==> config.mk <==
export PLATFORM = sky130hd
export DESIGN_NAME = bram_pq_arbiter
export DESIGN_NICKNAME = d
export VERILOG_FILES = /design/src/rtl/bram_pq_pkg.sv /design/src/rtl/rr_arbiter.sv /design/src/rtl/bram_pq_arbiter.sv
export SDC_FILE = /design/constraint.sdc
export NUM_CORES = 1
export LEC_CHECK = 0
export BUFFER_PORTS_ARGS = -buffer_cell sky130_fd_sc_hd__buf_2
export CAP_MARGIN = 20
export CORE_MARGIN = 2
export CORE_UTILIZATION = 42
export CTS_CLUSTER_DIAMETER = 80
export DETAILED_ROUTE_END_ITERATION = 16
export PLACE_DENSITY_LB_ADDON = 0.2
export SLEW_MARGIN = 20
export SYNTH_ARGS = -nofsm -noshare
export SYNTH_HDL_FRONTEND = slang
export SYNTH_SLANG_ARGS = --single-unit
==> constraint.sdc <==
create_clock -name CLK -period 7.27 [get_ports CLK]
set_input_delay 1.454 -clock CLK [delete_from_list [all_inputs] [get_ports CLK]]
set_output_delay 1.454 -clock CLK [all_outputs]
set_load 0.03 [all_outputs]
==> src/rtl/bram_pq_pkg.sv <==
// Shared types for the bram_tree priority-queue arbiter: opcodes, FSM states
// and the reject rule applied before a strobe is issued.
package bram_pq_pkg;

    typedef enum logic [1:0] {
        OP_ENQ  = 2'b00,
        OP_DEQ  = 2'b01,
        OP_REP  = 2'b10,
        OP_PEEK = 2'b11
    } op_t;

    typedef enum logic [1:0] {
        IDLE  = 2'b00,
        ISSUE = 2'b01,
        WAIT  = 2'b10,
        DONE  = 2'b11
    } state_t;

    // An op is rejected when the queue cannot honour it; PEEK never is.
    function automatic logic op_rejected(input op_t op, input logic full, input logic empty);
        logic rej;
        case (op)
            OP_ENQ:  rej = full;
            OP_DEQ:  rej = empty;
            OP_REP:  rej = empty;
            default: rej = 1'b0;
        endcase
        return rej;
    endfunction

endpackage

==> src/rtl/rr_arbiter.sv <==
// Combinational round-robin arbiter: the first requester at or after ptr
// (wrapping) wins; reusable for any shared resource.
module rr_arbiter #(
    parameter  int NUM_CLIENTS = 4,
    localparam int CW          = $clog2(NUM_CLIENTS)
) (
    input  logic [NUM_CLIENTS-1:0] req,
    input  logic [CW-1:0]          ptr,
    output logic [NUM_CLIENTS-1:0] gnt,
    output logic [CW-1:0]          idx
);
    localparam int CW1 = CW + 1;

    logic [CW:0] cand_s;
    logic        found_s;

    // Scan from the farthest offset down so the nearest requester overwrites last.
    always_comb begin
        gnt     = '0;
        idx     = '0;
        cand_s  = '0;
        found_s = 1'b0;
        for (int i = NUM_CLIENTS - 1; i >= 0; i--) begin
            cand_s = {1'b0, ptr} + CW1'(i);
            if (cand_s >= CW1'(NUM_CLIENTS)) begin
                cand_s = cand_s - CW1'(NUM_CLIENTS);
            end else begin
                cand_s = cand_s;
            end
            if (req[cand_s[CW-1:0]]) begin
                idx     = cand_s[CW-1:0];
                found_s = 1'b1;
            end else begin
                found_s = found_s;
            end
        end
        if (found_s) begin
            gnt[idx] = 1'b1;
        end else begin
            gnt = '0;
        end
    end

endmodule

==> src/rtl/bram_pq_arbiter.sv <==
// Round-robin front end sharing one bram_tree max-priority queue between
// several clients; issues single-cycle strobes and waits out the settle time.
module bram_pq_arbiter
    import bram_pq_pkg::*;
#(
    parameter  int NUM_CLIENTS = 4,
    parameter  int DATA_WIDTH  = 16,
    parameter  int OP_LATENCY  = 5,
    localparam int CW          = $clog2(NUM_CLIENTS)
) (
    input  logic                                  CLK,
    input  logic                                  RST,
    input  logic [NUM_CLIENTS-1:0]                i_req,
    input  logic [NUM_CLIENTS-1:0][1:0]           i_op,
    input  logic [NUM_CLIENTS-1:0][DATA_WIDTH-1:0] i_data,
    output logic [NUM_CLIENTS-1:0]                o_gnt,
    output logic [NUM_CLIENTS-1:0]                o_done,
    output logic [DATA_WIDTH-1:0]                 o_rdata,
    output logic                                  o_err,
    output logic                                  o_pq_wrt,
    output logic                                  o_pq_read,
    output logic [DATA_WIDTH-1:0]                 o_pq_data,
    input  logic                                  i_pq_full,
    input  logic                                  i_pq_empty,
    input  logic [DATA_WIDTH-1:0]                 i_pq_data
);
    localparam int LW = $clog2(OP_LATENCY + 1);

    state_t                 state_r;
    logic [CW-1:0]          ptr_r;
    logic [CW-1:0]          idx_r;
    op_t                    op_r;
    logic                   rej_r;
    logic [DATA_WIDTH-1:0]  res_r;
    logic [LW-1:0]          cnt_r;

    logic [NUM_CLIENTS-1:0] arb_gnt_s;
    logic [CW-1:0]          arb_idx_s;
    op_t                    win_op_s;
    logic                   win_rej_s;

    rr_arbiter #(.NUM_CLIENTS(NUM_CLIENTS)) u_rr (
        .req (i_req),
        .ptr (ptr_r),
        .gnt (arb_gnt_s),
        .idx (arb_idx_s)
    );

    // Queue flags are settled throughout IDLE, so the reject decision taken on
    // the IDLE->ISSUE edge matches what the queue reports during ISSUE.
    assign win_op_s  = op_t'(i_op[arb_idx_s]);
    assign win_rej_s = op_rejected(win_op_s, i_pq_full, i_pq_empty);

    // Operation sequencer: grant, strobe, settle, report.
    always_ff @(posedge CLK) begin
        if (RST) begin
            state_r   <= IDLE;
            ptr_r     <= '0;
            idx_r     <= '0;
            op_r      <= OP_ENQ;
            rej_r     <= 1'b0;
            res_r     <= '0;
            cnt_r     <= '0;
            o_gnt     <= '0;
            o_done    <= '0;
            o_rdata   <= '0;
            o_err     <= 1'b0;
            o_pq_wrt  <= 1'b0;
            o_pq_read <= 1'b0;
            o_pq_data <= '0;
        end else begin
            case (state_r)
                IDLE: begin
                    if (|i_req) begin
                        idx_r     <= arb_idx_s;
                        op_r      <= win_op_s;
                        rej_r     <= win_rej_s;
                        cnt_r     <= '0;
                        o_gnt     <= arb_gnt_s;
                        o_pq_data <= i_data[arb_idx_s];
                        o_pq_wrt  <= ~win_rej_s & ((win_op_s == OP_ENQ) | (win_op_s == OP_REP));
                        o_pq_read <= ~win_rej_s & ((win_op_s == OP_DEQ) | (win_op_s == OP_REP));
                        state_r   <= ISSUE;
                    end else begin
                        state_r   <= IDLE;
                    end
                end
                ISSUE: begin
                    o_pq_wrt  <= 1'b0;
                    o_pq_read <= 1'b0;
                    res_r     <= i_pq_data;
                    if (rej_r || (op_r == OP_PEEK)) begin
                        o_done  <= o_gnt;
                        o_err   <= rej_r;
                        o_rdata <= rej_r ? '0 : i_pq_data;
                        state_r <= DONE;
                    end else begin
                        state_r <= WAIT;
                    end
                end
                WAIT: begin
                    if (cnt_r == LW'(OP_LATENCY - 1)) begin
                        o_done  <= o_gnt;
                        o_err   <= 1'b0;
                        // ENQ reports the settled root; DEQ/REP the popped one.
                        o_rdata <= (op_r == OP_ENQ) ? i_pq_data : res_r;
                        state_r <= DONE;
                    end else begin
                        cnt_r   <= cnt_r + LW'(1);
                    end
                end
                DONE: begin
                    o_done  <= '0;
                    o_err   <= 1'b0;
                    o_rdata <= '0;
                    o_gnt   <= '0;
                    ptr_r   <= (idx_r == CW'(NUM_CLIENTS - 1)) ? '0 : idx_r + CW'(1);
                    state_r <= IDLE;
                end
                default: begin
                    state_r <= IDLE;
                end
            endcase
        end
    end

endmodule

Word-level counts from Yosys, hierarchy flattened
Index checks and enable logic that the tools add are counted.
{ "totals": {"register_bits": 71, "in_bits": 96} }
{ "op_classes": {"n_eq_ne": 12, "order_cmp": 10, "n_bitwise": 5, "n_reduce_logical": 16, "mux": 53, "addsub": 9} }
{ "op_table": {"columns": ["cell", "count"], "rows": [
  ["$mux 16", 5],
  ["$pmux 16 s3", 1],
  ["$bmux 16 s2", 1],
  ["$mux 2", 11],
  ["$mux 4", 4],
  ["$lt 2x3->1 const B", 5],
  ["$mux 1", 15],
  ["$pmux 4 s3", 1],
  ["$eq 2x2->1 const B", 5],
  ["$ge 3x3->1 const B", 3],
  ["$bmux 1 s2", 4],
  ["$ne 2x2->1 const B", 4],
  ["$pmux 2 s4", 1],
  ["$pmux 4 s2", 1],
  ["$sub 2x1->2 const B", 4],
  ["$add 2x2->3 const B", 2],
  ["$logic_not 2->1", 3],
  ["$mux 3", 2],
  ["$pmux 1 s2", 3],
  ["$pmux 3 s2", 1],
  ["$reduce_and 2->1", 3],
  ["$reduce_and 3->1", 2],
  ["$reduce_bool 2->1", 3],
  ["$bmux 2 s2", 1],
  ["other kinds (17)", 20]
]} }

Logic depth before layout (Yosys ltp)
Gate-level depths: netlist (run 1).
{ "logic_depth": {"depth_word": 18, "depth_mapped": 13, "ltp_nobuf": 11} }

Modules after synthesis
Synthesis (run 1) repeated with hierarchy kept, for this count alone.
{ "unflattened": {"cells_unflattened": 398, "hier_area_um2": 3819.9} }
{ "by_module_without_submodules": {"columns": ["module", "instances", "area_each_um2", "cells_each", "seq_area_each_um2"], "rows": [
  ["bram_pq_arbiter", 1, 3616.0, 367, 1421.4],
  ["rr_arbiter", 1, 203.9, 31, 0.0]
]} }

Worst setup path after synthesis (run 1)
Ideal clock, no wire load.
{ "synth_timing": {"kind": "input port to flip-flop", "from": "input i_req[0]", "to": "register o_pq_wrt", "slack_ps": 3816, "path_stages": 12, "arrival_ps": 3379, "setup_time_ps": 76, "n_path_buf": 1, "required_ps": 7194, "cell_sequence": "buf_2 and2_1 o211ai_4 a21boi_1 a211o_1 nand2_1 ha_1 a22oi_1 nor2_1 nor3_1 nand4_1 a31oi_1"} }
{ "synth_between": {"elab_chain_len": 15, "word_cells_on_any_way": 27, "cone_classes": "eq/ne (3); mux (17); bitwise (3); reduce/logical (4)"} }
{ "synth_rtl": {"columns": ["item", "line_no", "source"], "rows": [
  ["start: declaration", "bram_pq_arbiter.sv:13", "input logic [NUM_CLIENTS-1:0] i_req,"],
  ["$bmux 1 s2", "rr_arbiter.sv:30", "if (req[cand_s[CW-1:0]]) begin"],
  ["$mux 1 (implied by the code)", "rr_arbiter.sv:30", null],
  ["$mux 2 (4 in a row)", "rr_arbiter.sv:30", null],
  ["$bmux 2 s2", "bram_pq_arbiter.sv:51", "assign win_op_s = op_t'(i_op[arb_idx_s]);"],
  ["$mux 2 (implied by the code)", "bram_pq_arbiter.sv:51", null],
  ["$eq 2x2->1 or $eq 2x1->1 (tied branches)", "bram_pq_pkg.sv:22, bram_pq_arbiter.sv:81", null],
  ["$reduce_or 2->1 (no source line)", null, null],
  ["$pmux 1 s2", "bram_pq_pkg.sv:22", "case (op)"],
  ["$not 1->1", "bram_pq_arbiter.sv:81", "o_pq_wrt <= ~win_rej_s & ((win_op_s == OP_ENQ) | (win_op_s == OP_REP));"],
  ["$and 1x1->1", "bram_pq_arbiter.sv:81", null],
  ["$mux 1", "bram_pq_arbiter.sv:74", "if (|i_req) begin"],
  ["$pmux 1 s2", "bram_pq_arbiter.sv:72", "case (state_r)"],
  ["end signal: assignment", "bram_pq_arbiter.sv:81", null],
  ["end: declaration", "bram_pq_arbiter.sv:20", "output logic o_pq_wrt,"]
]} }
Parallel ways exist; a longest one is shown, timed or not. The select of a mux whose other input is x is not followed.
A chain may end at the register's enable or synchronous reset.

Worst setup path in the final report (run 1)
Same ends and word-level chain as after synthesis.

==> run summary, run 1 <==
* **outcome** complete, no violations
* **Max Slew Vio Count** 0
* **count of flip-flops with a built-in enable after synthesis** 0
* **total internal power** 1.00 mW
* **number of nets in the final layout** 674
* **maximum clock path buffer count** 2
* **launch point of the critical path** i_req[0]
* **worst flop-to-flop path endpoint** o_pq_wrt
* **input/output buffers** 138
* **Register-to-Register Setup Slack** 4.28 ns
* **maximum number of pins on one net before global-route repair** 73
* **max frequency** 275 MHz
* **areal power density over the cells** 402 nW/um^2
* **total of cells resized after clock tree synthesis** 0
* **effective utilization at floorplan** 42.9%
* **number of antenna violations at the first check in global routing** 0
* **class of the tightest hold or removal check** reg2reg
* **#FFs+latches synth** 71
* **Total Routed Length** 11.3 mm
* **element type at the critical path start** input pin
* **share of final-layout standard cells stronger than drive strength 1** 33.5%
* **syn avg cell area** 8.62 sq um
* **slew margin rel.** 45.2%
* **destination of the critical timing path** o_pq_wrt
* **critical path required time** 7.54 ns
* **Die Outline Area** 10100 sq um
* **crit path DAT** 3.91 ns
* **met2 usage in global routing** 39.4%
* **CTS tree** built
* **post-synthesis to final-layout area growth** 21.7%
* **Antenna Diode Count** 0
* **combinational share of power** 53.7%
* **cell type with the largest total area after synthesis** sky130_fd_sc_hd__dfxtp_1
* **number of buffers inserted during clock tree synthesis** 9
* **count leader, synth** sky130_fd_sc_hd__dfxtp_1
* **total global routing track utilization** 22.0%
* **Post-Synthesis Cells** 456
* **Skew-Pair Late Insertion Delay** 0.35 ns
* **GR peak layer** met2
* **area of combinational cells with multiple inputs** 2300 sq um
* **standard cell core area** 9150 sq um
* **number of cells traversed by the worst register-to-register path** 11
* **number of different library cells in the post-synthesis netlist** 52
* **slack of the critical path** 3.64 ns
* **Top FF cell, synth** sky130_fd_sc_hd__dfxtp_1
* **clock net sink count** 71
* **RSZ-0062 raised after global routing** false
* **standard-cell row count** 35
* **final non-filler cell total** 684
* **area taken by flip-flops and latches** 1420 sq um
* **Hold Violations, Final** 0
* **Cell Area, Synth** 3930 sq um
* **top post-synthesis cells by area** sky130_fd_sc_hd__dfxtp_1 36%, sky130_fd_sc_hd__nor2_1 6.7%, sky130_fd_sc_hd__mux2i_1 5.1%
* **setup violators final** 0
* **Worst R2R Start** ptr_r[1]
* **met3 Use GR** 5.34%
* **most numerous cell types in the synthesized netlist** 71 x sky130_fd_sc_hd__dfxtp_1, 70 x sky130_fd_sc_hd__nor2_1, 24 x sky130_fd_sc_hd__nand2_1
* **fill cell instance count of the final layout** 913
* **post-synth net total** 562
* **Sum Neg Setup Slack** 0 ns
* **warnings from Yosys** 0
* **Initial DRC Count** 155
* **CTS H-Tree Depth** 3
* **kind of critical path** in2reg
* **chip height** 101 um
* **max cap viols** 0
* **worst vdd ir** 0.201 mV
* **gpl congestion** 0.887
* **Post-Place Setup Slack** 3.31 ns
* **count of TritonRoute iterations in the first routing pass** 5
* **cell count after placement** 668
* **switching part of the total** 48.0%
* **Synth top area share** 36.2%
* **proportion of synthesized flip-flops having asynchronous set or reset** 0%
* **clock network power share** 15.6%
* **leakage power** 2.05 nW
* **sequential fraction of design power** 30.7%
* **residual overflow from global routing** 0
* **number of vias after detailed routing** 3837
* **global-route wire length before repair** 17.7 mm
* **nature of the critical path endpoint** flop
* **Post-CTS Repair Setup Buffers** 0
* **Via-to-Cell Ratio** 5.61
* **number of remaining DRC errors** 0
* **width of the chip** 101 um
* **hold buffer count at CTS** 0
* **number of global-route vias before repair** 3638
* **DPL Wire Length** 8.15 mm
* **top-level I/O count** 139
* **Reg clk slew, reported paths** 0.09 ns
* **critical path fanouts, max** 16
* **sequential share of the synthesized area** 36.2%
* **PnR Total Power** 1.92 mW
* **clock root buffer** sky130_fd_sc_hd__clkbuf_8
* **DR WL/cell** 16.5 um
* **antenna-violating nets left** 0
* **met1 capacity usage during global routing** 25.9%
* **total net switching power** 0.922 mW
* **minimum period implied by the final worst setup slack** 3.63 ns
* **worst-margin pin slew** 0.822 ns
* **worst setup skew after layout** 0.0162 ns
* **final critical-path share of the clock period** 50.0%
==> kinds of logic after synthesis <==
logic type / share of synthesized area (%)
AO/OA/AOI/OAI: 28.5
flip-flops: 36.2
multiplexers: 5.96
AND/OR/NAND/NOR: 20.5
buffers and inverters: 5.70
adder cells (fa/ha/maj): 3.18
==> routing by layer <==
metal,share of wire [%],vias up,wire length [um]
li1,-,1908,-
met1,42,1778,4730
met2,50,139,5660
met3,6.9,12,779
met4,1.3,0,142
met5,0,-,0
==> layout by cell type (no fill, tap or decap), drive strengths merged, types with 9 or more instances in the layout <==
master	n
nor3	21
a221oi	31
nand2	25
mux2i	20
nand4	17
o31ai	15
a21o	17
buf	140
clkbuf	9
nor2	71
dfxtp	71
a211oi	17
a21oi	20
inv	12
nand3	19
o21ai	11
ha	10
==> critical path, stage by stage <==
cell	delay, ns
sky130_fd_sc_hd__buf_2	0.17
sky130_fd_sc_hd__nand2b_1	0.15
sky130_fd_sc_hd__a21o_1	0.44
sky130_fd_sc_hd__nand3_1	0.27
sky130_fd_sc_hd__a211o_1	0.32
sky130_fd_sc_hd__nand2_1	0.08
sky130_fd_sc_hd__ha_1	0.23
sky130_fd_sc_hd__a22oi_1	0.18
sky130_fd_sc_hd__nor2_1	0.09
sky130_fd_sc_hd__nor3_1	0.22
sky130_fd_sc_hd__nand4_1	0.14
sky130_fd_sc_hd__a31oi_1	0.18
==> worst min path at each step <==
| stage | startpoint | to | slack, ns | cells past startpoint |
|---|---|---|---|---|
| 6_report | o_done[0] | o_done[0] | 0.46 | 2 |
| 5_1_grt | o_done[1] | o_done[1] | 0.48 | 2 |
| 4_1_cts | o_done[1] | o_done[1] | 0.45 | 2 |
| 3_5_place_dp | o_done[1] | o_done[1] | 0.44 | 2 |
| 3_3_place_gp | o_done[0] | o_done[0] | 0.44 | 2 |
| 2_1_floorplan | idx_r[1] | idx_r[1] | 0.44 | 2 |
==> power groups by stage <==
stage	logic [mW]	registers (mW)	clock network (mW)
finish	1.03	0.589	0.301
global route	1.14	0.607	0.326
CTS	1.04	0.589	0.307
detailed placement	1.04	0.598	0
global placement	1.02	0.594	0
floorplan	0.605	0.771	0
==> stage by stage <==
step	util [%]	cell area (sq um)	hold WS, ns
after floorplan	-	3930	0.440
after global placement	50.1	4590	0.439
after detailed placement	50.1	4590	0.443
after CTS	52.1	4770	0.455
after global routing	52.2	4780	0.477
final	52.2	4780	0.457
==> sequential cells by signal, indices dropped and copies added, names as in the netlist <==
register,flops
cnt_r,3
idx_r,2
o_done,4
o_err,1
o_gnt,4
o_pq_data,16
o_pq_read,1
o_pq_wrt,1
o_rdata,16
op_r,2
ptr_r,2
rej_r,1
res_r,16
state_r,2
==> final cells by class <==
cell class / count / area share, %
multi-input combinational: 337 / 48.0
clock buffer: 9 / 2.59
clock inverter: 7 / 1.26
inverter: 9 / 0.707
tap: 111 / 2.91
sequential: 71 / 29.7
timing repair buffer: 140 / 14.8
No activity file was read; power rests on OpenSTA's default activity.
==> inputs of run 2 (changes only) <==
- clock period: 7.27 -> 3.1 ns (I/O delays scaled with it)
==> run summary, run 2 (synthesized netlist as in run 1, its figures left out) <==
* **Bufs and invs on worst path** 0, -1
* **Die Outline Area** 10100 sq um, unchanged
* **minimum period implied by the final worst setup slack** 2.68 ns
* **areal power density over the cells** 941 nW/um^2, +130%
* **Via-to-Cell Ratio** 5.56, -0.90%
* **top-level I/O count** 139, unchanged
* **final non-filler cell total** 696, +1.8%
* **worst setup skew after layout** 0.00979 ns, -0.00638 ns
* **Post-CTS Repair Setup Buffers** 0, unchanged
* **most frequent cells in the layout** 138 x sky130_fd_sc_hd__buf_2, 71 x sky130_fd_sc_hd__dfxtp_1, 70 x sky130_fd_sc_hd__nor2_1
* **critical path fanouts, max** 14, -2
* **maximum clock path buffer count** 2, unchanged
* **number of remaining DRC errors** 0, unchanged
* **combinational share of power** 53.7%, about the same
* **residual overflow from global routing** 0, unchanged
* **DR WL/cell** 15.9 um, -3.7%
* **fill cell instance count of the final layout** 882, -3.4%
* **sequential fraction of design power** 30.2%, -0.5 points
* **clock net sink count** 71, unchanged
* **Max Slew Vio Count** 0, unchanged
* **max frequency** 373 MHz
* **global-route wire length before repair** 17.9 mm, +1.4%
* **number of vias after detailed routing** 3869, +0.83%
* **outcome** complete, no violations
* **CTS tree** built
* **leakage power** 2.11 nW, +3.0%
* **switching part of the total** 46.6%, -1.3 points
* **number of nets in the final layout** 686, +1.8%
* **cell repeated most along the worst path** sky130_fd_sc_hd__nor2_1
* **CP max-delay cell** sky130_fd_sc_hd__dfxtp_1
* **clock root buffer** sky130_fd_sc_hd__clkbuf_8
* **count of TritonRoute iterations in the first routing pass** 4, -1
* **hold buffer count at CTS** 0, unchanged
* **Antenna Diode Count** 0, unchanged
* **Total Routed Length** 11.1 mm, -2.0%
* **clock network power share** 16.1%, +0.5 points
* **most common cell after layout, fill and taps aside** sky130_fd_sc_hd__buf_2
* **max incr delay on CP** 0.57 ns, +0.13 ns
* **maximum number of pins on one net before global-route repair** 47, -36%
* **standard cell core area** 9150 sq um, unchanged
* **cell count after placement** 680, +1.8%
* **gpl congestion** 0.902, +1.6%
* **effective utilization at floorplan** 42.9%, unchanged
* **worst-margin pin slew** 1.01 ns, +0.189 ns
* **Hold Violations, Final** 0, unchanged
* **cells along the critical path** and2_1 > o211a_1 > nor2_1 > a211o_1 > nand2_1 > ha_1 > a22oi_1 > nor2_1 > nor3_1 > nand4_1 > a31oi_1
* **total internal power** 2.45 mW, +140%
* **registers with the highest flip-flop counts** o_pq_data (16), o_rdata (16), res_r (16)
* **area taken by flip-flops and latches** 1420 sq um, unchanged
* **post-synthesis to final-layout area growth** 24.1%
* **Reg clk slew, reported paths** 0.08 ns, about the same
* **CTS H-Tree Depth** 3, unchanged
* **Initial DRC Count** 178, +15%
* **hold path start** o_done[2]
* **number of antenna violations at the first check in global routing** 0, unchanged
* **total net switching power** 2.14 mW, +130%
* **nature of the critical path endpoint** flop
* **number of cells traversed by the worst register-to-register path** 11, unchanged
* **worst min-delay path endpoint** o_done[2]
* **total global routing track utilization** 22.1%, +0.15 points
* **chip height** 101 um, unchanged
* **slew margin rel.** 32.3%, -13 points
* **total of cells resized after clock tree synthesis** 0, unchanged
* **Worst R2R Start** ptr_r[1]
* **standard-cell row count** 35, unchanged
* **number of buffers inserted during clock tree synthesis** 9, unchanged
* **final critical-path share of the clock period** 86.5%
* **element type at the critical path start** flop
* **antenna-violating nets left** 0, unchanged
* **critical path required time** 3.36 ns, -4.18 ns
* **width of the chip** 101 um, unchanged
* **crit path DAT** 2.94 ns, -0.97 ns
* **PnR Total Power** 4.59 mW, +140%
* **Skew-Pair Late Insertion Delay** 0.34 ns, about the same
* **share of final-layout standard cells stronger than drive strength 1** 34.4%, +0.85 points
* **max cap viols** 0, unchanged
* **area of combinational cells with multiple inputs** 2290 sq um, -0.44%
* **worst vdd ir** 0.681 mV, +240%
* **number of global-route vias before repair** 3812, +4.8%
* **Hold WS** 0.451 ns, -0.00592 ns
* **RSZ-0062 raised after global routing** false
* **DPL Wire Length** 8.20 mm, +0.66%
* **Hold Path Stages** 2, unchanged
* **Largest delay share family, worst path** compound AO/OA/AOI/OAI gates
* **Sum Neg Setup Slack** 0 ns, unchanged
* **class of the tightest hold or removal check** reg2reg
* **setup violators final** 0, unchanged
* **Register-to-Register Setup Slack** 0.42 ns, -3.86 ns
* **worst flop-to-flop path endpoint** o_pq_wrt
* **kind of critical path** reg2reg
* **final design utilization** 53.3%, +1.0 points
* **input/output buffers** 138, unchanged
run 2: metal layers:
layer | share of wire, % | wire length, um | track usage [%]
met5 | 0 | 0 | 0
met4 | 2.1 | 234 | 9.59
met3 | 7.3 | 808 | 4.16
met2 | 49 | 5390 | 38.6
met1 | 42 | 4650 | 26.3
run 2: worst max path at each step:
stage,startpoint,endpoint,depth (start not counted)
2_1_floorplan,i_req[0],o_pq_wrt,12
3_3_place_gp,i_req[0],o_pq_wrt,12
3_5_place_dp,i_req[0],o_pq_wrt,12
4_1_cts,ptr_r[1],o_pq_wrt,11
5_1_grt,ptr_r[1],o_pq_wrt,11
6_report,ptr_r[1],o_pq_wrt,11
run 2: power groups by stage:
stage | Clock [mW] | Sequential [mW] | Combinational, mW
after floorplan | 0 | 1.81 | 1.42
after global placement | 0 | 1.40 | 2.43
after detailed placement | 0 | 1.41 | 2.47
after CTS | 0.761 | 1.39 | 2.49
after global routing | 0.808 | 1.43 | 2.72
final | 0.737 | 1.39 | 2.46
run 2: area by class of cell:
cell class              instances  area share (%)
clock buffers                  10            2.62
clock inverters                 6            1.46
repair buffers                152            16.3
well taps                     111            2.85
inverters                       9           0.693
flip-flops and latches         71            29.2
multi-input cells             337            46.9
run 2: tightest hold or removal path: cells and delay by family (launching register included):
family	cells	cell delay, ns
AND/OR/NAND/NOR	1	0.05
flip-flops	1	0.31
AO/OA/AOI/OAI	1	0.05
run 2: metrics by stage:
step | setup slack, ns | cell area [sq um]
CTS | 0.456 | 4870
floorplan | 0.480 | 3930
detailed placement | 0.198 | 4680
finish | 0.419 | 4870
global route | 0.130 | 4870
global placement | 0.332 | 4680
==> inputs of run 3 (changes only) <==
- REMOVE_ABC_BUFFERS: default -> 1
==> run summary, run 3 (synthesized netlist as in run 1, its figures left out) <==
* **crit path DAT** 2.96 ns, +0.02 ns
* **count of TritonRoute iterations in the first routing pass** 4, unchanged
* **registers with the highest flip-flop counts** o_pq_data (16), o_rdata (16), res_r (16)
* **maximum number of pins on one net before global-route repair** 31, -34%
* **max incr delay on CP** 0.58 ns, about the same
* **critical path fanouts, max** 14, unchanged
* **global-route wire length before repair** 17.7 mm, -1.0%
* **worst setup skew after layout** 0.0116 ns, +0.00177 ns
* **Initial DRC Count** 115, -35%
* **top-level I/O count** 139, unchanged
* **effective utilization at floorplan** 42.9%, unchanged
* **element type at the critical path start** flop
* **depth of the critical timing path with buffers and inverters included** 11, unchanged
* **number of vias after detailed routing** 3977, +2.8%
* **total of cells resized after clock tree synthesis** 0, unchanged
* **DPL Wire Length** 8.11 mm, -1.1%
* **total length of routed met3 wires** 964 um, +19%
* **post-synthesis to final-layout area growth** 25.5%
* **Hold Path Stages** 2, unchanged
* **slew margin rel.** 51.3%, +19 points
* **final critical-path share of the clock period** 86.6%, +0.11 points
* **chip height** 101 um, unchanged
* **most common cell after layout, fill and taps aside** sky130_fd_sc_hd__buf_2
* **maximum clock path buffer count** 2, unchanged
* **CTS tree** built
* **length of routed met2 wiring** 5.20 mm, -3.5%
* **share of final-layout standard cells stronger than drive strength 1** 34.6%, +0.28 points
* **DR WL/cell** 16.2 um, +1.4%
* **Bufs and invs on worst path** 0, unchanged
* **Largest delay share family, worst path** compound AO/OA/AOI/OAI gates
* **Via-to-Cell Ratio** 5.71, +2.6%
* **class of the tightest hold or removal check** reg2reg
* **areal power density over the cells** 958 nW/um^2, +1.9%
* **width of the chip** 101 um, unchanged
* **RSZ-0062 raised after global routing** false
* **Sum Neg Setup Slack** 0 ns, unchanged
* **Reg clk slew, reported paths** 0.08 ns, about the same
* **clock net sink count** 71, unchanged
* **input/output buffers** 138, unchanged
* **Total Routed Length** 11.3 mm, +1.5%
* **CP max-delay cell** sky130_fd_sc_hd__dfxtp_1
* **Max Slew Vio Count** 0, unchanged
* **max frequency** 373 MHz, -0.12%
* **outcome** complete, no violations
* **number of cells traversed by the worst register-to-register path** 11, unchanged
* **number of antenna violations at the first check in global routing** 0, unchanged
* **max cap viols** 0, unchanged
* **CTS H-Tree Depth** 3, unchanged
* **residual overflow from global routing** 0, unchanged
* **hold buffer count at CTS** 0, unchanged
* **worst-margin pin slew** 0.729 ns, -0.282 ns
* **number of remaining DRC errors** 0, unchanged
* **number of buffers inserted during clock tree synthesis** 9, unchanged
* **minimum period implied by the final worst setup slack** 2.68 ns, +0.00326 ns
* **number of nets in the final layout** 687, +0.15%
* **kind of critical path** reg2reg
* **gpl congestion** 0.861, -4.5%
* **Die Outline Area** 10100 sq um, unchanged
* **setup violators final** 0, unchanged
* **antenna-violating nets left** 0, unchanged
* **worst vdd ir** 0.536 mV, -21%
* **total global routing track utilization** 21.9%, -0.17 points
* **most frequent cells in the layout** 138 x sky130_fd_sc_hd__buf_2, 71 x sky130_fd_sc_hd__dfxtp_1, 70 x sky130_fd_sc_hd__nor2_1
* **DR top layer** met4
* **critical path required time** 3.38 ns, +0.02 ns
* **PnR Total Power** 4.72 mW, +3.0%
* **Antenna Diode Count** 0, unchanged
* **cell repeated most along the worst path** sky130_fd_sc_hd__nor2_1
* **leakage power** 2.15 nW, +1.9%
* **standard cell core area** 9150 sq um, unchanged
* **Skew-Pair Late Insertion Delay** 0.35 ns, about the same
* **cells along the critical path** and2_1 > o211a_1 > nor2_1 > a211o_1 > nand2_1 > ha_1 > a22oi_1 > nor2_1 > nor3_1 > nand4_1 > a31oi_1
* **standard-cell row count** 35, unchanged
* **number of global-route vias before repair** 3702, -2.9%
* **met1 WL** 4.97 mm, +6.8%
* **Hold Violations, Final** 0, unchanged
* **final design utilization** 53.9%, +0.60 points
* **Post-CTS Repair Setup Buffers** 0, unchanged
* **clock root buffer** sky130_fd_sc_hd__clkbuf_8
* **nature of the critical path endpoint** flop
## run 3: final timing paths
path | from | endpoint | slack (ns)
min | o_done[0] | o_done[0] | 0.45
max | ptr_r[1] | o_pq_wrt | 0.42
min reg2reg | o_done[0] | o_done[0] | 0.45
max reg2reg | ptr_r[1] | o_pq_wrt | 0.42
## run 3: cell type report
cell class              count  area (sq um)
repair buffers            153           816
clock inverters             6          91.3
flip-flops and latches     71          1420
inverters                   9          33.8
clock buffers              10           138
well taps                 111           139
multi-input cells         337          2290
fillers                   877          4220
## run 3: per-layer routing
layer | up-vias | track usage, %
li1 | 1935 | -
met1 | 1861 | 28.5
met2 | 168 | 35.3
met3 | 13 | 7.00
met4 | 0 | 5.58
met5 | - | 0
## run 3: stage by stage
stage	area, sq um	worst slack [ns]	instances	hold WS (ns)
floorplan	3740	0.491	417	0.434
global placement	4700	0.326	681	0.438
detailed placement	4700	0.224	681	0.447
CTS	4920	0.477	697	0.459
global route	4930	0.179	697	0.478
finish	4930	0.416	697	0.454
## run 3: where the power goes
| part | switching (mW) | total (mW) | internal [mW] |
|---|---|---|---|
| clock network | 0.369 | 0.849 | 0.481 |
| registers | 0.169 | 1.39 | 1.22 |
| logic | 1.62 | 2.49 | 0.871 |
## run 3: worst reg2reg max path, stage by stage (launching register included)
cell	delay, ns
sky130_fd_sc_hd__dfxtp_1	0.58
sky130_fd_sc_hd__and2_1	0.27
sky130_fd_sc_hd__o211a_1	0.25
sky130_fd_sc_hd__nor2_1	0.08
sky130_fd_sc_hd__a211o_1	0.32
sky130_fd_sc_hd__nand2_1	0.09
sky130_fd_sc_hd__ha_1	0.24
sky130_fd_sc_hd__a22oi_1	0.17
sky130_fd_sc_hd__nor2_1	0.09
sky130_fd_sc_hd__nor3_1	0.23
sky130_fd_sc_hd__nand4_1	0.14
sky130_fd_sc_hd__a31oi_1	0.16
